File: src/rtl/comparator_serial_if.sv
// Handshake and bit-pair bus between the serial operand shifters and the
// bit-serial magnitude comparator.
interface comparator_serial_if;
    logic i_start;
    logic i_bit_valid;
    logic i_a_bit;
    logic i_b_bit;
    logic o_gt;
    logic o_eq;
    logic o_busy;
    logic o_done;

    modport master (
        output i_start,
        output i_bit_valid,
        output i_a_bit,
        output i_b_bit,
        input  o_gt,
        input  o_eq,
        input  o_busy,
        input  o_done
    );

    modport slave (
        input  i_start,
        input  i_bit_valid,
        input  i_a_bit,
        input  i_b_bit,
        output o_gt,
        output o_eq,
        output o_busy,
        output o_done
    );
endinterface

File: src/rtl/comparator_serial.sv
// Bit-serial unsigned magnitude comparator. Operands arrive MSB-first, one bit
// pair per accepted cycle; the GT/EQ cascade is held in registers between bits.
module comparator_serial #(
    parameter int N = 3
) (
    input  logic                clk,
    input  logic                rst,
    comparator_serial_if.slave  bus
);

    localparam int CW = (N > 1) ? $clog2(N) : 1;
    localparam logic [CW-1:0] LAST_CNT = CW'(N - 1);

    typedef enum logic [1:0] {
        ST_IDLE  = 2'd0,
        ST_SHIFT = 2'd1,
        ST_DONE  = 2'd2
    } state_t;

    state_t        r_state;
    logic [CW-1:0] r_cnt;
    logic          r_gt;
    logic          r_eq;
    logic          r_busy;
    logic          r_done;

    // Control FSM and cascade registers; busy/done are decoded a cycle early so
    // every output leaves a flop.
    always_ff @(posedge clk or posedge rst) begin
        if (rst) begin
            r_state <= ST_IDLE;
            r_cnt   <= '0;
            r_gt    <= 1'b0;
            r_eq    <= 1'b1;
            r_busy  <= 1'b0;
            r_done  <= 1'b0;
        end else begin
            case (r_state)
                ST_IDLE: begin
                    r_done <= 1'b0;
                    if (bus.i_start) begin
                        r_gt    <= 1'b0;
                        r_eq    <= 1'b1;
                        r_cnt   <= '0;
                        r_busy  <= 1'b1;
                        r_state <= ST_SHIFT;
                    end else begin
                        r_busy  <= 1'b0;
                    end
                end
                ST_SHIFT: begin
                    if (bus.i_bit_valid) begin
                        // Once EQ drops, both terms freeze: the first differing bit decides.
                        r_gt <= r_gt | (r_eq & bus.i_a_bit & ~bus.i_b_bit);
                        r_eq <= r_eq & ~(bus.i_a_bit ^ bus.i_b_bit);
                        if (r_cnt == LAST_CNT) begin
                            r_done  <= 1'b1;
                            r_state <= ST_DONE;
                        end else begin
                            r_cnt   <= r_cnt + CW'(1);
                        end
                    end else begin
                        r_state <= ST_SHIFT;
                    end
                end
                ST_DONE: begin
                    r_done  <= 1'b0;
                    r_busy  <= 1'b0;
                    r_state <= ST_IDLE;
                end
                default: begin
                    r_done  <= 1'b0;
                    r_busy  <= 1'b0;
                    r_state <= ST_IDLE;
                end
            endcase
        end
    end

    assign bus.o_gt   = r_gt;
    assign bus.o_eq   = r_eq;
    assign bus.o_busy = r_busy;
    assign bus.o_done = r_done;

endmodule

File: src/flat_wrapper.sv
// flat-port wrapper written by rule: the top's interface ports become plain ports
module comparator_serial_flat 
#(
    parameter int N = 3
)
  (clk, rst, bus_i_start, bus_i_bit_valid, bus_i_a_bit, bus_i_b_bit, bus_o_gt, bus_o_eq, bus_o_busy, bus_o_done);
  comparator_serial_if bus_i ();
  input  logic clk;
  input  logic rst;
  input wire logic [$bits(bus_i.i_start)-1:0] bus_i_start;
  input wire logic [$bits(bus_i.i_bit_valid)-1:0] bus_i_bit_valid;
  input wire logic [$bits(bus_i.i_a_bit)-1:0] bus_i_a_bit;
  input wire logic [$bits(bus_i.i_b_bit)-1:0] bus_i_b_bit;
  output wire logic [$bits(bus_i.o_gt)-1:0] bus_o_gt;
  output wire logic [$bits(bus_i.o_eq)-1:0] bus_o_eq;
  output wire logic [$bits(bus_i.o_busy)-1:0] bus_o_busy;
  output wire logic [$bits(bus_i.o_done)-1:0] bus_o_done;
  assign bus_i.i_start = bus_i_start;
  assign bus_i.i_bit_valid = bus_i_bit_valid;
  assign bus_i.i_a_bit = bus_i_a_bit;
  assign bus_i.i_b_bit = bus_i_b_bit;
  assign bus_o_gt = bus_i.o_gt;
  assign bus_o_eq = bus_i.o_eq;
  assign bus_o_busy = bus_i.o_busy;
  assign bus_o_done = bus_i.o_done;
  comparator_serial #(.N(N)) u_core (.clk(clk), .rst(rst), .bus(bus_i));
endmodule
File: config.mk
export PLATFORM = sky130hd
export DESIGN_NAME = comparator_serial_flat
export DESIGN_NICKNAME = d
export VERILOG_FILES = /design/src/rtl/comparator_serial_if.sv /design/src/rtl/comparator_serial.sv /design/src/flat_wrapper.sv
export SDC_FILE = /design/constraint.sdc
export NUM_CORES = 1
export LEC_CHECK = 0
export ABC_AREA = 1
export CAP_MARGIN = 15
export CORE_AREA = 2 2 39 41
export DETAILED_ROUTE_END_ITERATION = 8
export DIE_AREA = 0 0 41 43
export GPL_TIMING_DRIVEN = 0
export HOLD_SLACK_MARGIN = 0.08
export PLACE_DENSITY_LB_ADDON = 0.15
export SLEW_MARGIN = 20
export SYNTH_ARGS = -nofsm -noshare
export SYNTH_HDL_FRONTEND = slang
export SYNTH_SLANG_ARGS = --single-unit
File: constraint.sdc
create_clock -name clk -period 1.3 [get_ports clk]
set_clock_uncertainty 0.05 [all_clocks]
set_input_delay 0.13 -clock clk [delete_from_list [all_inputs] [get_ports clk]]
set_output_delay 0.13 -clock clk [all_outputs]
set_load 0.05 [all_outputs]
* Word level (Yosys, flattened, before mapping)
Cells that the tools add are included.
** Storage, ports and cells
- Register bits :: 8
- Output and inout port bits :: 4
** Cells by class
- Eq/ne operators :: 7
- Mux-type cells :: 19
- $add $sub $neg :: 1
- Bitwise operators :: 7
- Reductions and logical operators :: 6
** Operator list (count)
- $mux W2 :: 6
- $mux W1 :: 8
- $pmux W2 S2 :: 2
- $ne A2 B2 Y1 const B :: 3
- $pmux W1 S2 :: 3
- $reduce_and A2 Y1 :: 2
- $reduce_and A4 Y1 :: 1
- $and A1 B1 Y1 :: 3
- $ne A3 B2 Y1 const B :: 1
- $reduce_and A3 Y1 :: 1
- $add A2 B1 Y2 const B :: 1
- $eq A2 B1 Y1 const B :: 1
- $eq A2 B2 Y1 const B :: 1
- $logic_not A2 Y1 :: 1
- $ne A2 B1 Y1 const B :: 1
- $not A1 Y1 :: 2
- $reduce_bool A2 Y1 :: 1
- $or A1 B1 Y1 :: 1
- $xor A1 B1 Y1 :: 1

* Logic depth before layout (Yosys ltp)
Gate-level depths: netlist of run 1.
- Depth in word-level cells :: 5
- Mapped depth :: 7

* Worst setup path before layout of run 1
No wires, ideal clock.
- Kind :: reg-to-reg
- Start point :: register u_core.r_eq (netlist: u_core.bus.o_eq)
- End point :: register u_core.r_gt (netlist: u_core.bus.o_gt)
- Path slack :: 181 ps
- Setup time :: 70 ps
- Data required time :: 1180 ps
- Buffers on the path :: 0
- Cell stages (with the launch flop) :: 5
- Arrival :: 999 ps
- Cell sequence :: dfstp_2 -> nand3_1 -> nor2_1 -> nor2_1 -> nor2_2
** Between the ends
- Longest elaborated chain between the ends :: 5
** Ends and longest elaborated chain
- start, declared :: RTL line comparator_serial.sv:23 : logic r_eq;
- start signal, assigned :: RTL line comparator_serial.sv:55 : r_eq <= r_eq & ~(bus.i_a_bit ^ bus.i_b_bit);
- $and A1 B1 Y1 (2 in series) :: RTL line comparator_serial.sv:54 : r_gt <= r_gt | (r_eq & bus.i_a_bit & ~bus.i_b_bit);
- $or A1 B1 Y1 :: RTL line comparator_serial.sv:54
- $mux W1 :: RTL line comparator_serial.sv:52 : if (bus.i_bit_valid) begin
- $pmux W1 S2 :: RTL line comparator_serial.sv:38 : case (r_state)
- end signal, assigned :: RTL line comparator_serial.sv:54
- end, declared :: RTL line comparator_serial.sv:22 : logic r_gt;
Every way passes these cells. The select of a mux whose other input is x is not followed.
A chain may end at the register's enable or synchronous reset.

* Worst setup path after layout of run 1
- Start point :: register u_core.r_eq (netlist: u_core.bus.o_eq)
- End point :: output port bus_o_eq
** RTL lines
- end, declared :: RTL line flat_wrapper.sv:15 : output wire logic [$bits(bus_i.o_eq)-1:0] bus_o_eq;
No word-level cell between the ends.

==> impl_metrics.ini, run 1 <==
[run_status]
run_status = finished, final reports clean

[worst_setup_path]
critical_path.endpoint_type = output pin
worstPathArrival_ps = 1040
slowest_cell_on_the_critical_path = dfstp_2
cp-start-kind = flop
reg2reg_setup_slack_ps = 180
worstSetupPathType = reg -> out
path_max_fanout = 3
worst_path_largest_cell_delay_ps = 530
sequence_of_cells_on_the_critical_path = buf_2
crit_required_ps = 1120
cpLargestDelayFamily = flip-flops
crit_buf_inv = 1

[clocking]
path_clk_slew_ps = 60
cts_sinks = 8
cts_setup_buffers = 0
cts_buffers = 3
cts_buffer_depth = 2
ctsHtreeMaxLevel = 1
insertion_delay_ps = 250
ctsRootBufferMaster = clkbuf_4
cts_tree = yes

[logic_synthesis]
synthesis.area_per_instance_um2 = 8.26
yosysUniqueCellTypes = 14
synthesis_warnings = 0
synth_sequential_area_ratio_pct = 48.8
post-synth-top-area-cell = dfrtp_1
postSynthCellCount = 50
yosys_register_bits = 8
synth_fp_nets = 57
synth.top_cells.by_area = dfrtp_1, nand2_1, inv_1, dfstp_2, nand2_4
yosys.area.top_type_share_pct = 42.4
synthesis.area_um2 = 413

[sta]
final-hold-violation-count = 0
post-route-min-period_ps = 1220
worst_hold_margin_ps = 422
finalWorstSetupSlack_ps = 81.1
max-slew-margin-rel_pct = 79.3
setup_viol_count_final = 0
maxSlewViolCount = 0
rsz0062_at_grt = false
achievable-frequency_ghz = 0.820
totalNegativeSetupSlack_ps = 0
final_cycle_utilization_of_the_critical_path_pct = 93.8
timing_worst_slew_pin_value_ps = 310

[pwr]
vdd.ir_drop.worst_uv = 722
power_leakage_nw = 0.303
cellInternalPower_uw = 688
p_per_area_mw_per_mm2 = 2430
finalPower_mw = 1.31
share_clk_of_total_power_pct = 15.7
power.share.switching_pct = 47.4
combinationalPowerShare_pct = 51.1
seq_power_share_pct = 33.2
power.net_switching_uw = 621

[finish]
final_nets = 72
finish.instance_area_um2 = 539
area_growth_pct = 30.6
final_common_cell = nand2_1
mostFrequentLayoutCells = nand2_1, inv_1, dfrtp_1, nor2_1, clkdlybuf4s50_1
drive_above_1_share_pct = 26.6
num_antenna_cells = 0
final_util_pct = 39.0
stdcell_count = 80

[drt]
detail-route-antenna-nets = 0
routed_via_density = 4.03
count_of_vias_placed_by_the_detailed_router = 322
drc_errors = 0
drt_pass1_iterations = 1
detail_route.iter0.violations = 0
total_wire_length_after_detailed_routing_um = 708
wl_per_cell_um = 8.85

[floorplanning]
dieWidth_um = 41
dieHeight_um = 43
coreArea_mm2 = 0.00138
boundaryPins = 10
initial_core_util_pct = 29.8
std_cell_rows = 14
die_area_mm2 = 0.00176

[placement]
io_buffer_count = 9
gp_congestion = 0.675
placed_cell_area_um2 = 523
dp_worst_slack_ps = -199
dp_cells = 75

[global_routing]
initial_antenna_violation_count = 0
maximum_number_of_pins_on_one_net_before_global_route_repair = 9
groute.usage.overall_pct = 10.0
globalRoute.totalOverflow = 0
via_count_of_the_first_global_routing_pass = 295
grt_pass1_wl_mm = 1.14

[run]
timing.max_cap.violations = 0

[min_path]
min-delay-path-class = reg -> reg
## per-layer routing
metal  track usage, %  vias up  wire length, um
li1                 -      178                -
met1             13.0      138              355
met2             13.1        6              317
met3             3.14        0               36
met4             8.00        0                0
met5                0        -                0
## cell families after synthesis
kind of cell    count (synthesis)  synth area share, %
buf+inv                        10                 10.3
fa+ha+maj                       1                 3.03
flops                           8                 48.8
simple gates                   30                 36.1
compound gates                  1                 1.82
## power groups by stage
stage	clock [mW]	combinational, mW	sequential (mW)
floorplan	0	0.330	0.650
global placement	0	0.735	0.440
detailed placement	0	0.735	0.443
CTS	0.220	0.703	0.437
global route	0.238	0.749	0.449
finish	0.206	0.669	0.434
## cells in the mapped netlist
cell and n:
nand2_4 2, nor2_2 2, o21a_1 1, inv_2 1, inv_1 8, dfstp_2 1, nand3_2 1, dfrtp_1 7
nand2_2 2, nand2_1 14, nor2_1 5, ha_1 1, nand3_1 4, clkinv_4 1
## registers in the layout (all words and copies together) (netlist names)
signal	cells
u_core.r_state	2
u_core.bus.o_eq	1
u_core.bus.o_done	1
u_core.r_cnt	2
u_core.bus.o_gt	1
u_core.bus.o_busy	1
## layout make-up
class / count / area, um^2
Clock buffer: 4 / 26.3
Multi-Input combinational cell: 32 / 169
Timing Repair Buffer: 10 / 80.1
Inverter: 10 / 42.5
Tap cell: 16 / 20.0
Sequential cell: 8 / 201
Fill cell: 156 / 845
## final timing paths
| check | startpoint | depth (start not counted) | end |
|---|---|---|---|
| worst max-delay path | u_core.bus.o_eq$_DFFE_PP1P_ | 1 | bus_o_eq |
| worst min register to register | u_core.bus.o_busy$_DFFE_PP0P_ | 2 | u_core.bus.o_busy$_DFFE_PP0P_ |
| worst min-delay path | u_core.bus.o_busy$_DFFE_PP0P_ | 2 | u_core.bus.o_busy$_DFFE_PP0P_ |
| worst max register to register | u_core.r_cnt[0]$_DFFE_PP0P_ | 6 | u_core.r_cnt[1]$_DFFE_PP0P_ |
| min in group asynchronous | rst | 3 | u_core.r_state[1]$_DFFE_PP0P_ |
| max in group asynchronous | rst | 3 | u_core.bus.o_eq$_DFFE_PP1P_ |
## what timing repair did
item | in CTS | in global routing
hold buffers | 1 | 0
hold endpoints to repair | 4 | 0
endpoints found under the setup margin | 4 | 3
resized for setup | 11 | 3
No activity file was read; power rests on OpenSTA's default activity.
==> run 2, diff against run 1 <==
--- a/config.mk
+++ b/config.mk
@@ -7,12 +7,15 @@
 export LEC_CHECK = 0
 export ABC_AREA = 1
 export CAP_MARGIN = 15
-export CORE_AREA = 2 2 39 41
+export CELL_PAD_IN_SITES_DETAIL_PLACEMENT = 1
+export CELL_PAD_IN_SITES_GLOBAL_PLACEMENT = 2
+export CORE_MARGIN = 2
+export CORE_UTILIZATION = 25
 export DETAILED_ROUTE_END_ITERATION = 8
-export DIE_AREA = 0 0 41 43
 export GPL_TIMING_DRIVEN = 0
 export HOLD_SLACK_MARGIN = 0.08
 export PLACE_DENSITY_LB_ADDON = 0.15
+export REMOVE_ABC_BUFFERS = 1
 export SLEW_MARGIN = 20
 export SYNTH_ARGS = -nofsm -noshare
 export SYNTH_HDL_FRONTEND = slang
==> impl_metrics.ini, run 2 (same netlist as run 1, synthesis figures left out) <==
[global_routing]
globalRoute.totalOverflow = 0
groute.usage.overall_pct = 9.50
initial_antenna_violation_count = 0
via_count_of_the_first_global_routing_pass = 317
maximum_number_of_pins_on_one_net_before_global_route_repair = 9
grt_pass1_wl_mm = 1.32

[pwr]
share_clk_of_total_power_pct = 15.4
vdd.ir_drop.worst_uv = 911
combinationalPowerShare_pct = 52.1
power_leakage_nw = 0.304
cellInternalPower_uw = 712
p_per_area_mw_per_mm2 = 2420
power.share.switching_pct = 47.0
seq_power_share_pct = 32.5
power.net_switching_uw = 631

[sta]
rsz0062_at_grt = false
post-route-min-period_ps = 1270
setup_viol_count_final = 0
achievable-frequency_ghz = 0.787
final_cycle_utilization_of_the_critical_path_pct = 97.7
timing_worst_slew_pin_value_ps = 485
finalWorstSetupSlack_ps = 29.6
final-hold-violation-count = 0
totalNegativeSetupSlack_ps = 0
maxSlewViolCount = 0
max-slew-margin-rel_pct = 67.8
worst_hold_margin_ps = 420

[floorplanning]
coreArea_mm2 = 0.00152
initial_core_util_pct = 27.1
std_cell_rows = 14
die_area_mm2 = 0.00199
dieWidth_um = 44.6
dieHeight_um = 44.6
boundaryPins = 10

[clocking]
cts_sinks = 8
cts_buffers = 3
cts_tree = yes
path_clk_slew_ps = 60
cts_buffer_depth = 2
ctsRootBufferMaster = clkbuf_4
insertion_delay_ps = 250
ctsHtreeMaxLevel = 1

[drt]
detail-route-antenna-nets = 0
total_wire_length_after_detailed_routing_um = 757
routed_via_density = 4.28
count_of_vias_placed_by_the_detailed_router = 342
drc_errors = 0
wl_per_cell_um = 9.46
drt_pass1_iterations = 2
detail_route.iter0.violations = 2

[run]
timing.max_cap.violations = 0

[min_path]
min-delay-path-class = reg -> reg

[worst_setup_path]
worstPathArrival_ps = 1090
cpLargestDelayFamily = buffers and inverters
worstSetupPathType = reg -> out
crit_buf_inv = 1
path_max_fanout = 2
cp-start-kind = flop
crit_required_ps = 1120
worst_path_largest_cell_delay_ps = 500
sequence_of_cells_on_the_critical_path = clkdlybuf4s15_1
slowest_cell_on_the_critical_path = clkdlybuf4s15_1
critical_path.endpoint_type = output pin

[placement]
place.detailed.hpwl_um = 614
dp_cells = 75
dp_worst_slack_ps = -194
gp_congestion = 0.652
placed_cell_area_um2 = 523
io_buffer_count = 9

[finish]
reg.largest.list = u_core.r_cnt x2, u_core.r_state x2
finish.instance_area_um2 = 556
drive_above_1_share_pct = 23.4
final_common_cell = nand2_1
stdcell_count = 80
final_nets = 72
area_growth_pct = 34.5
fill_cells = 195
seqCellArea_um2 = 201
num_antenna_cells = 0
multi_input_area_um2 = 169
mostFrequentLayoutCells = nand2_1, inv_1, dfrtp_1, nor2_1, clkdlybuf4s50_1

[run_status]
run_status = finished, final reports clean
-- run 2: final cells by class --
class | count | share of cell area (%)
multi-input cells | 32 | 30.4
clock buffers | 4 | 4.73
inverters | 10 | 7.66
well taps | 16 | 3.60
repair buffers | 10 | 17.3
flip-flops and latches | 8 | 36.3
-- run 2: metal layers --
layer | part of all wire (%) | wire [um] | GRT usage, %
met1 | 45 | 342 | 11.0
met2 | 50 | 381 | 14.8
met3 | 4.4 | 33 | 2.45
met4 | 0 | 0 | 7.27
met5 | 0 | 0 | 0
-- run 2: final timing paths --
path | cells past startpoint | endpoint | slack [ps] | startpoint
hold reg to reg | 2 | u_core.bus.o_busy$_DFFE_PP0P_ | 420 | u_core.bus.o_busy$_DFFE_PP0P_
hold / removal | 2 | u_core.bus.o_busy$_DFFE_PP0P_ | 420 | u_core.bus.o_busy$_DFFE_PP0P_
max in group asynchronous | 3 | u_core.bus.o_eq$_DFFE_PP1P_ | 300 | rst
setup reg to reg | 6 | u_core.r_cnt[1]$_DFFE_PP0P_ | 170 | u_core.r_cnt[0]$_DFFE_PP0P_
min in group asynchronous | 3 | u_core.bus.o_busy$_DFFE_PP0P_ | 620 | rst
setup / recovery | 1 | bus_o_gt | 30 | u_core.bus.o_gt$_DFFE_PP0P_
-- run 2: power by group through the flow --
stage	Clock, mW	Sequential, mW	Combinational, mW
after floorplan	0	0.650	0.330
after global routing	0.231	0.450	0.776
final	0.207	0.437	0.700
after CTS	0.221	0.440	0.714
after global placement	0	0.443	0.746
after detailed placement	0	0.444	0.743
-- run 2: through the flow --
| stage | util [%] | total power [mW] |
|---|---|---|
| final | 36.5 | 1.34 |
| after global routing | 36.5 | 1.46 |
| after CTS | 36.5 | 1.37 |
| after detailed placement | 34.3 | 1.19 |
| after global placement | 34.3 | 1.19 |
| after floorplan | - | 0.980 |
-- run 2: repair_timing --
item / in CTS / in global routing
hold endpoints to repair: 7 / 0
resized for setup: 12 / 0
buffers inserted: 0 / 0
hold buffers: 1 / 0
endpoints found under the setup margin: 4 / 0
